File: config.mk
export PLATFORM = sky130hd
export DESIGN_NAME = ring_fx_sequencer
export DESIGN_NICKNAME = d
export VERILOG_FILES = /design/src/rtl/ring_fx_pkg.sv /design/src/rtl/ring_fx_sync2.sv /design/src/rtl/ring_fx_sequencer.sv
export SDC_FILE = /design/constraint.sdc
export NUM_CORES = 1
export LEC_CHECK = 0
export CORE_MARGIN = 1.5
export CORE_UTILIZATION = 52
export DETAILED_ROUTE_END_ITERATION = 10
export GPL_TIMING_DRIVEN = 0
export PLACE_DENSITY = 0.77
export SLEW_MARGIN = 20
export SYNTH_ARGS = -nofsm -noshare
export SYNTH_HDL_FRONTEND = slang
export SYNTH_SLANG_ARGS = --single-unit
export TNS_END_PERCENT = 30
File: constraint.sdc
create_clock -name clk -period 6.2 [get_ports clk]
set_clock_uncertainty 0.1 [all_clocks]
set_input_delay 1.24 -clock clk [delete_from_list [all_inputs] [get_ports clk]]
set_output_delay 1.24 -clock clk [all_outputs]
set_load 0.03 [all_outputs]
File: src/rtl/ring_fx_pkg.sv
// Shared types and default parameters for the concentric-rings frame sequencer.
package ring_fx_pkg;

  typedef enum logic [1:0] {
    S_OUT      = 2'd0,
    S_HOLD_OUT = 2'd1,
    S_IN       = 2'd2,
    S_HOLD_IN  = 2'd3
  } ring_fx_state_t;

  localparam int unsigned DEF_SWEEP_FRAMES = 240;
  localparam int unsigned DEF_HOLD_FRAMES  = 60;
  localparam int unsigned DEF_STEP_SLOW    = 1;
  localparam int unsigned DEF_STEP_FAST    = 2;

  // Autoplay order is a plain 2-bit increment through the encoding.
  function automatic ring_fx_state_t next_state(input ring_fx_state_t s);
    return ring_fx_state_t'(s + 2'd1);
  endfunction

endpackage

File: src/rtl/ring_fx_sync2.sv
// Parameterised-width two-flop synchronizer with synchronous active-low reset.
module ring_fx_sync2 #(
  parameter int unsigned WIDTH = 1
) (
  input  logic             clk,
  input  logic             rst_n,
  input  logic [WIDTH-1:0] d,
  output logic [WIDTH-1:0] q
);

  logic [WIDTH-1:0] meta_q;

  always_ff @(posedge clk) begin
    if (!rst_n) begin
      meta_q <= '0;
      q      <= '0;
    end else begin
      meta_q <= d;
      q      <= meta_q;
    end
  end

endmodule

File: src/rtl/ring_fx_sequencer.sv
// Frame-rate controller for the rings datapath: owns the animation phase, the
// autoplay schedule and the palette select; all state moves only on frame_tick.
module ring_fx_sequencer
  import ring_fx_pkg::*;
#(
  parameter int unsigned SWEEP_FRAMES = DEF_SWEEP_FRAMES,
  parameter int unsigned HOLD_FRAMES  = DEF_HOLD_FRAMES,
  parameter int unsigned STEP_SLOW    = DEF_STEP_SLOW,
  parameter int unsigned STEP_FAST    = DEF_STEP_FAST
) (
  input  logic       clk,
  input  logic       rst_n,
  input  logic       frame_tick,
  input  logic       auto_en,
  input  logic       manual_dir,
  input  logic       speed,
  input  logic       pause,
  output logic [7:0] ring_offset,
  output logic       direction,
  output logic [1:0] palette_sel,
  output logic [1:0] fsm_state
);

  localparam int unsigned MAX_FRAMES = (SWEEP_FRAMES > HOLD_FRAMES) ? SWEEP_FRAMES : HOLD_FRAMES;
  localparam int unsigned DW         = $clog2(MAX_FRAMES) + 1;

  localparam logic [DW-1:0] SWEEP_LAST = DW'(SWEEP_FRAMES - 1);
  localparam logic [DW-1:0] HOLD_LAST  = DW'(HOLD_FRAMES - 1);
  localparam logic [7:0]    STEP_S     = 8'(STEP_SLOW);
  localparam logic [7:0]    STEP_F     = 8'(STEP_FAST);

  logic [3:0] pins_s;
  logic       auto_s, dir_s, speed_s, pause_s;

  ring_fx_sync2 #(
    .WIDTH (4)
  ) u_sync (
    .clk   (clk),
    .rst_n (rst_n),
    .d     ({auto_en, manual_dir, speed, pause}),
    .q     (pins_s)
  );

  assign {auto_s, dir_s, speed_s, pause_s} = pins_s;

  ring_fx_state_t state_q, state_d, motion_state;
  logic [DW-1:0]  dwell_q, dwell_d, dwell_last;
  logic [7:0]     offset_q, offset_d, step;
  logic [1:0]     palette_q, palette_d;

  always_comb begin
    state_d   = state_q;
    dwell_d   = dwell_q;
    offset_d  = offset_q;
    palette_d = palette_q;
    step      = speed_s ? STEP_F : STEP_S;

    // Manual mode picks its sweep state first so a flip reverses without a jump.
    motion_state = state_q;
    if (!auto_s) begin
      motion_state = dir_s ? S_IN : S_OUT;
    end

    if (motion_state == S_OUT) begin
      offset_d = offset_q + step;
    end else if (motion_state == S_IN) begin
      offset_d = offset_q - step;
    end

    dwell_last = state_q[0] ? HOLD_LAST : SWEEP_LAST;

    if (!auto_s) begin
      state_d = motion_state;
      dwell_d = '0;
    end else if (dwell_q == dwell_last) begin
      state_d = next_state(state_q);
      dwell_d = '0;
      if (state_d == S_HOLD_OUT || state_d == S_HOLD_IN) begin
        palette_d = palette_q + 2'd1;
      end
    end else begin
      dwell_d = dwell_q + 1'b1;
    end
  end

  always_ff @(posedge clk) begin
    if (!rst_n) begin
      state_q   <= S_OUT;
      dwell_q   <= '0;
      offset_q  <= '0;
      palette_q <= '0;
    end else if (frame_tick && !pause_s) begin
      state_q   <= state_d;
      dwell_q   <= dwell_d;
      offset_q  <= offset_d;
      palette_q <= palette_d;
    end
  end

  assign ring_offset = offset_q;
  assign direction   = state_q[1];
  assign palette_sel = palette_q;
  assign fsm_state   = state_q;

endmodule

==> results of run 1 <==
## flip-flops by register name, indices dropped and copies added (netlist names)
register,cells
dwell_q,9
ring_offset,8
u_sync.meta_q,4
u_sync.q,4
fsm_state,2
palette_sel,2
## critical path: cells and delay by family, from the launching register on
kind | cells | cell delay (ns)
AOI/OAI and AO/OA | 3 | 0.49
DFF | 1 | 0.45
adders and majority gates | 1 | 0.45
and+or+nand+nor | 5 | 1.37
## synthesized netlist by cell type, drive strengths merged, types with 2 or more instances
cell    number  area [um^2]
a21o         3         22.5
a21oi        5         28.8
and2         9         56.3
and3         2         12.5
and3b        2         17.5
and4b        2         20.0
buf          3         17.5
clkbuf       3         11.3
dfxtp       29          581
ha           8          100
mux2i        7         70.1
nand2       16         60.1
nand2b       5         38.8
nand3        2         10.0
nand4        6         37.5
nand4b       3         26.3
nor2        12         45.0
nor2b        6         37.5
nor3         3         20.0
o21a         2         15.0
o21ai        6         33.8
xnor2        4         35.0
xor2         9         78.8
## layout make-up
class                           instances  area [um^2]  share of cell area (%)
Timing Repair Buffer                   19          190                    10.8
Sequential cell                        29          581                    33.1
Clock buffer                            7         55.1                    3.14
Tap cell                               31         38.8                    2.21
Multi-Input combinational cell        122          858                    48.9
Buffer                                  6         28.8                    1.64
Inverter                                1         3.75                   0.214
## layer usage
layer | vias to the layer above | global-route usage [%] | wire [um]
met5 | - | 0 | 0
met4 | 0 | 8.50 | 32
met3 | 4 | 6.05 | 87
met2 | 29 | 34.3 | 1380
met1 | 560 | 24.2 | 1270
li1 | 608 | - | -
## metrics by stage
| step | utilization, % | setup slack (ns) | power [mW] | instance area (um^2) |
|---|---|---|---|---|
| detailed placement | 62.7 | 2.98 | 0.260 | 1700 |
| CTS | 64.8 | 3.19 | 0.374 | 1760 |
| global placement | 62.7 | 3.02 | 0.258 | 1700 |
| global route | 64.8 | 3.00 | 0.389 | 1760 |
| floorplan | - | 3.42 | 0.241 | 1470 |
| finish | 64.8 | 3.22 | 0.368 | 1760 |
## cells by family after synthesis
logic type / count (synthesis) / share of synthesized area [%]
AND/OR/NAND/NOR: 71 / 27.7
flip-flops: 29 / 39.5
AO/OA/AOI/OAI: 22 / 9.95
XOR/XNOR: 13 / 7.74
adder cells (fa/ha/maj): 9 / 8.16
buffers and inverters: 7 / 2.21
multiplexers: 7 / 4.76
## final timing paths
kind | endpoint | from | slack [ns]
worst max-delay path | ring_offset[6]$_SDFFE_PN0P_ | u_sync.q[3]$_SDFF_PN0_ | 3.22
worst min-delay path | u_sync.q[3]$_SDFF_PN0_ | u_sync.meta_q[3]$_SDFF_PN0_ | 0.34
worst max register to register | ring_offset[6]$_SDFFE_PN0P_ | u_sync.q[3]$_SDFF_PN0_ | 3.22
worst min register to register | u_sync.q[3]$_SDFF_PN0_ | u_sync.meta_q[3]$_SDFF_PN0_ | 0.34
## power by group through the flow
stage | clock, mW | combinational (mW) | sequential [mW]
after floorplan | 0 | 0.0318 | 0.209
after global placement | 0 | 0.0555 | 0.202
after detailed placement | 0 | 0.0574 | 0.203
after CTS | 0.118 | 0.0576 | 0.198
after global routing | 0.126 | 0.0635 | 0.199
final | 0.113 | 0.0571 | 0.198
==> results by group, run 1 <==
Status
  – Status: finished, final reports clean

Placed design
  – Dpl cells: 208
  – I/O Buffers: 19
  – RePlAce Congestion: 0.784
  – Detailed placement HPWL: 2050 um

Floorplanning
  – Die ar.: 3160 um^2
  – Initial Util: 54.3%
  – Die width: 56.2 um
  – Core ar.: between 2000 and 3000 um^2
  – Ports: 20
  – Std-Cell Rows: 19
  – DIE HEIGHT: 56.2 um

STA
  – WHS: around 0.34 ns
  – Slew Limit Fails: 0
  – Final worst path period share: roughly half
  – Maximum clock frequency: 336 MHz
  – Final-report setup violation count: 0
  – Setup TNS: 0 ns
  – Final hold vios: 0
  – Final min period: 2.98 ns
  – Worst slew margin: 70.1%
  – Slew @ Worst Pin: 0.448 ns
  – RSZ-0062 raised after global routing: no

Clocking
  – Clk buf depth: 2
  – Clk Latency, worst-skew pair: slightly above 0.3 ns
  – CTS root buf: clkbuf_4
  – H-tree levels: 2
  – Clk sinks: 29
  – Clock slew at reported path FFs: ~0.09 ns
  – Hold_buf cts: 0
  – Post-CTS Setup Bufs: 0
  – CTS tree: done
  – Num CTS Buffers: 5
  – Post-CTS Resized: 0

Power and ir drop
  – Clock power share: 30.7%
  – Sw power: 95.8 uW
  – Leakage dissipation: between 0.7 and 0.8 nW
  – Flop pwr share: 53.8%
  – Net Sw Frac: between 20% and 30%
  – Internal: 273 uW
  – Worst VDD drop: between 0.15 and 0.2 mV
  – Pwr Density: 210 nW/um^2
  – Combinational power share: 15.5%

Routing
  – Initial DRT Pass Iterations: 4
  – Vias: roughly 1,200
  – Post-route ant nets: 0
  – Via-per-instance ratio: 5.59
  – Initial DRC Count: 35
  – Drt drc: 0
  – Final WL: approximately 2800 um
  – Avg WL per Cell: 12.9 um

Worst hold path
  – Worst min path class: register to register
  – Hold path cells: 1

Synthesis
  – Post-synth EDFFs: 0
  – Syn_area_per_cell: slightly above 9 um^2
  – Synthesized flop and latch total: 29
  – Seq/Total Area, Yosys: 39.5%
  – Post-synth ARST share: 0%
  – Distinct cell type count after synthesis: 40
  – Synthesized Nets: 174
  – Ys Warns: 0
  – Top_reg_cell synth: dfxtp_1
  – Mapped cell area: 1470 um^2
  – Mapped Cells: ~160

GRT
  – Initial antenna violation count: 0
  – First-pass GRT wire length: 4970 um
  – Grt ovf: 0
  – Vias in the first global route: approximately 1,200
  – All-Layer GR Usage: 20.4%
  – Largest net degree at the start of global routing: 11

Worst setup path
  – WP data required: 6.30 ns
  – CP max stage cell: or4b_1
  – Kind of end point of the critical path: register
  – CP Class: register to register
  – WP data arrival: 3.07 ns
  – Startpoint types: register
  – Crit path largest cell delay: 0.49 ns
  – Worst reg2reg path depth: 9
  – Crit path cell chain: nor2b_1, nand2b_1, nand2b_1, fa_1, a21o_1, a21oi_2, o21ai_1, and4b_1, or4b_1
  – Maximum fanout along the worst path: 8
  – Cell repeated most along the worst path: nand2b_1

Finish
  – Final Non-Filler Cells: around 220
  – Ant diodes: 0
  – Share of layout cells above drive strength 1: 7.61%
  – Final nets: 200
  – Most frequent cells in the layout: 29 x dfxtp_1, 19 x clkdlybuf4s50_1, 16 x nand2_1
  – Most common cell after layout, fill and taps aside: dfxtp_1
  – Fill count: 243
  – P&R area growth vs syn: 19.3%

Flow run
  – Max cap viols: 0
Power figures use the tool's default switching activity.
==> inputs of run 2 (changes only) <==
==> constraint.sdc (replaced) <==
create_clock -name clk -period 3 [get_ports clk]
set_clock_uncertainty 0.1 [all_clocks]
set_input_delay 0.6 -clock clk [delete_from_list [all_inputs] [get_ports clk]]
set_output_delay 0.6 -clock clk [all_outputs]
set_load 0.03 [all_outputs]
==> results by group, run 2 (same netlist as run 1, synthesis figures left out) <==
Floorplanning
  – DIE HEIGHT: roughly 56 um
  – Initial Util: a little over half
  – Core ar.: about 2700 um^2
  – Ports: 20
  – Std-Cell Rows: 19
  – Die width: 56.2 um
  – Die ar.: 3160 um^2

GRT
  – Initial antenna violation count: 0
  – Vias in the first global route: 1,164
  – All-Layer GR Usage: 20.7%
  – First-pass GRT wire length: 5020 um
  – Grt ovf: 0
  – Largest net degree at the start of global routing: 11

STA
  – Slew Limit Fails: 0
  – Slew @ Worst Pin: 0.447 ns
  – Worst slew margin: 70.2%
  – Final worst path period share: 93.7%
  – WHS: ~0.34 ns
  – Maximum clock frequency: 356 MHz
  – RSZ-0062 raised after global routing: no
  – Final-report setup violation count: 0
  – Final min period: 2.81 ns
  – Final hold vios: 0
  – PnR worst setup slack: 0.188 ns

Worst setup path
  – Crit path cell chain: o21ai_1, nand2b_2, nand2b_4, fa_1, a21o_1, a21oi_2, o21ai_1, and4b_1, or4b_1
  – WP data arrival: 2.91 ns
  – CP Class: register to register
  – CP max stage cell: or4b_1
  – Cell repeated most along the worst path: o21ai_1
  – Top delay family on crit path: simple AND/OR/NAND/NOR gates
  – Crit path largest cell delay: 0.49 ns
  – Reg2Reg Setup Slack: 0.19 ns
  – Worst reg2reg path depth: 9
  – Kind of end point of the critical path: register
  – WP data required: 3.10 ns
  – WP buf/inv: 0
  – R2R Path End: ring_offset[6]$_SDFFE_PN0P_
  – Startpoint types: register
  – Maximum fanout along the worst path: 8
  – Launch point of the worst reg-to-reg path: fsm_state[0]$_SDFFE_PN0P_

Finish
  – P&R area growth vs syn: 20.1%
  – Most frequent cells in the layout: 28 x dfxtp_1, 19 x clkdlybuf4s50_1, 16 x nand2_1
  – Fin util: between 60% and 70%
  – Fill count: 243
  – Most common cell after layout, fill and taps aside: dfxtp_1
  – Area occupied by multi-input gates: slightly below 900 um^2
  – Final Non-Filler Cells: between 200 and 250
  – Fin area: between 1500 and 2000 um^2
  – Ant diodes: 0
  – Share of layout cells above drive strength 1: 9.24%
  – Final nets: 200
  – Reg area: 582 um^2
  – Most flops, register: dwell_q
  – Max reg flops: 9

Placed design
  – I/O Buffers: 19
  – Detailed placement HPWL: 2050 um
  – Post-placement setup slack: -0.00148 ns
  – Dpl cells: ~210
  – RePlAce Congestion: 0.784
  – DP Area: 1700 um^2

Worst hold path
  – HP Start: u_sync.meta_q[3]$_SDFF_PN0_
  – Worst Hold Endpoint: u_sync.q[3]$_SDFF_PN0_
  – Hold path cells: 1
  – Worst min path class: register to register

Clocking
  – Clk sinks: 29
  – Clk Latency, worst-skew pair: 0.31 ns
  – CTS root buf: clkbuf_4
  – Hold_buf cts: 0
  – Num CTS Buffers: 5
  – CTS tree: done
  – Clk buf depth: 2
  – Post-CTS Setup Bufs: 0
  – Clock slew at reported path FFs: 0.09 ns
  – H-tree levels: 2

Routing
  – Avg WL per Cell: 13.2 um
  – Via-per-instance ratio: between 5 and 6
  – Drt drc: 0
  – Initial DRT Pass Iterations: 4
  – Vias: 1,208
  – Final WL: 2830 um
  – Post-route ant nets: 0
  – Initial DRC Count: 34

Power and ir drop
  – Leakage dissipation: 0.752 nW
  – Combinational power share: 15.7%
  – Pwr Density: 433 nW/um^2
  – Flop pwr share: approximately 54%
  – Internal: 565 uW
  – Worst VDD drop: 0.404 mV
  – Sw power: 200 uW
  – Net Sw Frac: 26.2%
  – Clock power share: 30.8%

Status
  – Status: finished, final reports clean

Flow run
  – Max cap viols: 0
run 2: cell counts in the layout (fill, tap and decap cells not counted):
No cell type changed its count.
run 2: worst register-to-register path, cell delays in order, from the launching register on:
cell and delay, ns:
dfxtp_1 0.39, o21ai_1 0.21, nand2b_2 0.18, nand2b_4 0.19, fa_1 0.43, a21o_1 0.21, a21oi_2 0.17, o21ai_1 0.11
and4b_1 0.20, or4b_1 0.49
run 2: metal layers:
metal | vias to the layer above | routed length (um) | share of wire (%) | global-route usage (%)
met5 | - | 0 | 0 | 0
met2 | 30 | 1410 | 50 | 34.8
met3 | 4 | 107 | 3.8 | 6.05
met4 | 0 | 47 | 1.7 | 9.18
li1 | 603 | - | - | -
met1 | 571 | 1270 | 45 | 24.2
run 2: area by class of cell:
type / count / area share [%]
plain buffers: 6 / 1.63
flip-flops and latches: 29 / 32.9
clock buffers: 7 / 3.12
inverters: 1 / 0.212
well taps: 31 / 2.20
repair buffers: 19 / 10.8
multi-input cells: 122 / 49.2
run 2: through the flow:
stage | power [mW] | setup TNS (ns)
2_1_floorplan | 0.498 | 0
3_3_place_gp | 0.532 | 0
3_5_place_dp | 0.537 | -0.00148
4_1_cts | 0.772 | 0
5_1_grt | 0.805 | 0
6_report | 0.765 | 0
run 2: how the worst max path moves through the flow:
stage / startpoint / end / slack, ns / cells past startpoint
3_5_place_dp: u_sync.q[3]$_SDFF_PN0_ / ring_offset[6]$_SDFFE_PN0P_ / -0.001 / 9
2_1_floorplan: fsm_state[0]$_SDFFE_PN0P_ / ring_offset[6]$_SDFFE_PN0P_ / 0.22 / 9
5_1_grt: fsm_state[0]$_SDFFE_PN0P_ / ring_offset[6]$_SDFFE_PN0P_ / 0.02 / 9
3_3_place_gp: u_sync.q[3]$_SDFF_PN0_ / ring_offset[6]$_SDFFE_PN0P_ / 0.08 / 9
4_1_cts: u_sync.q[3]$_SDFF_PN0_ / ring_offset[6]$_SDFFE_PN0P_ / 0.06 / 9
6_report: fsm_state[0]$_SDFFE_PN0P_ / ring_offset[6]$_SDFFE_PN0P_ / 0.19 / 9
run 2: power by group through the flow:
stage,combinational (mW),sequential [mW],clock [mW]
floorplan,0.0658,0.432,0
CTS,0.119,0.410,0.244
global route,0.133,0.412,0.261
detailed placement,0.119,0.419,0
finish,0.120,0.410,0.236
global placement,0.115,0.418,0
run 2: repair_timing:
item,4_1_cts,5_1_grt
endpoints found under the setup margin,1,1
gates resized for setup,1,3
gates cloned,0,0
hold endpoints to repair,0,0
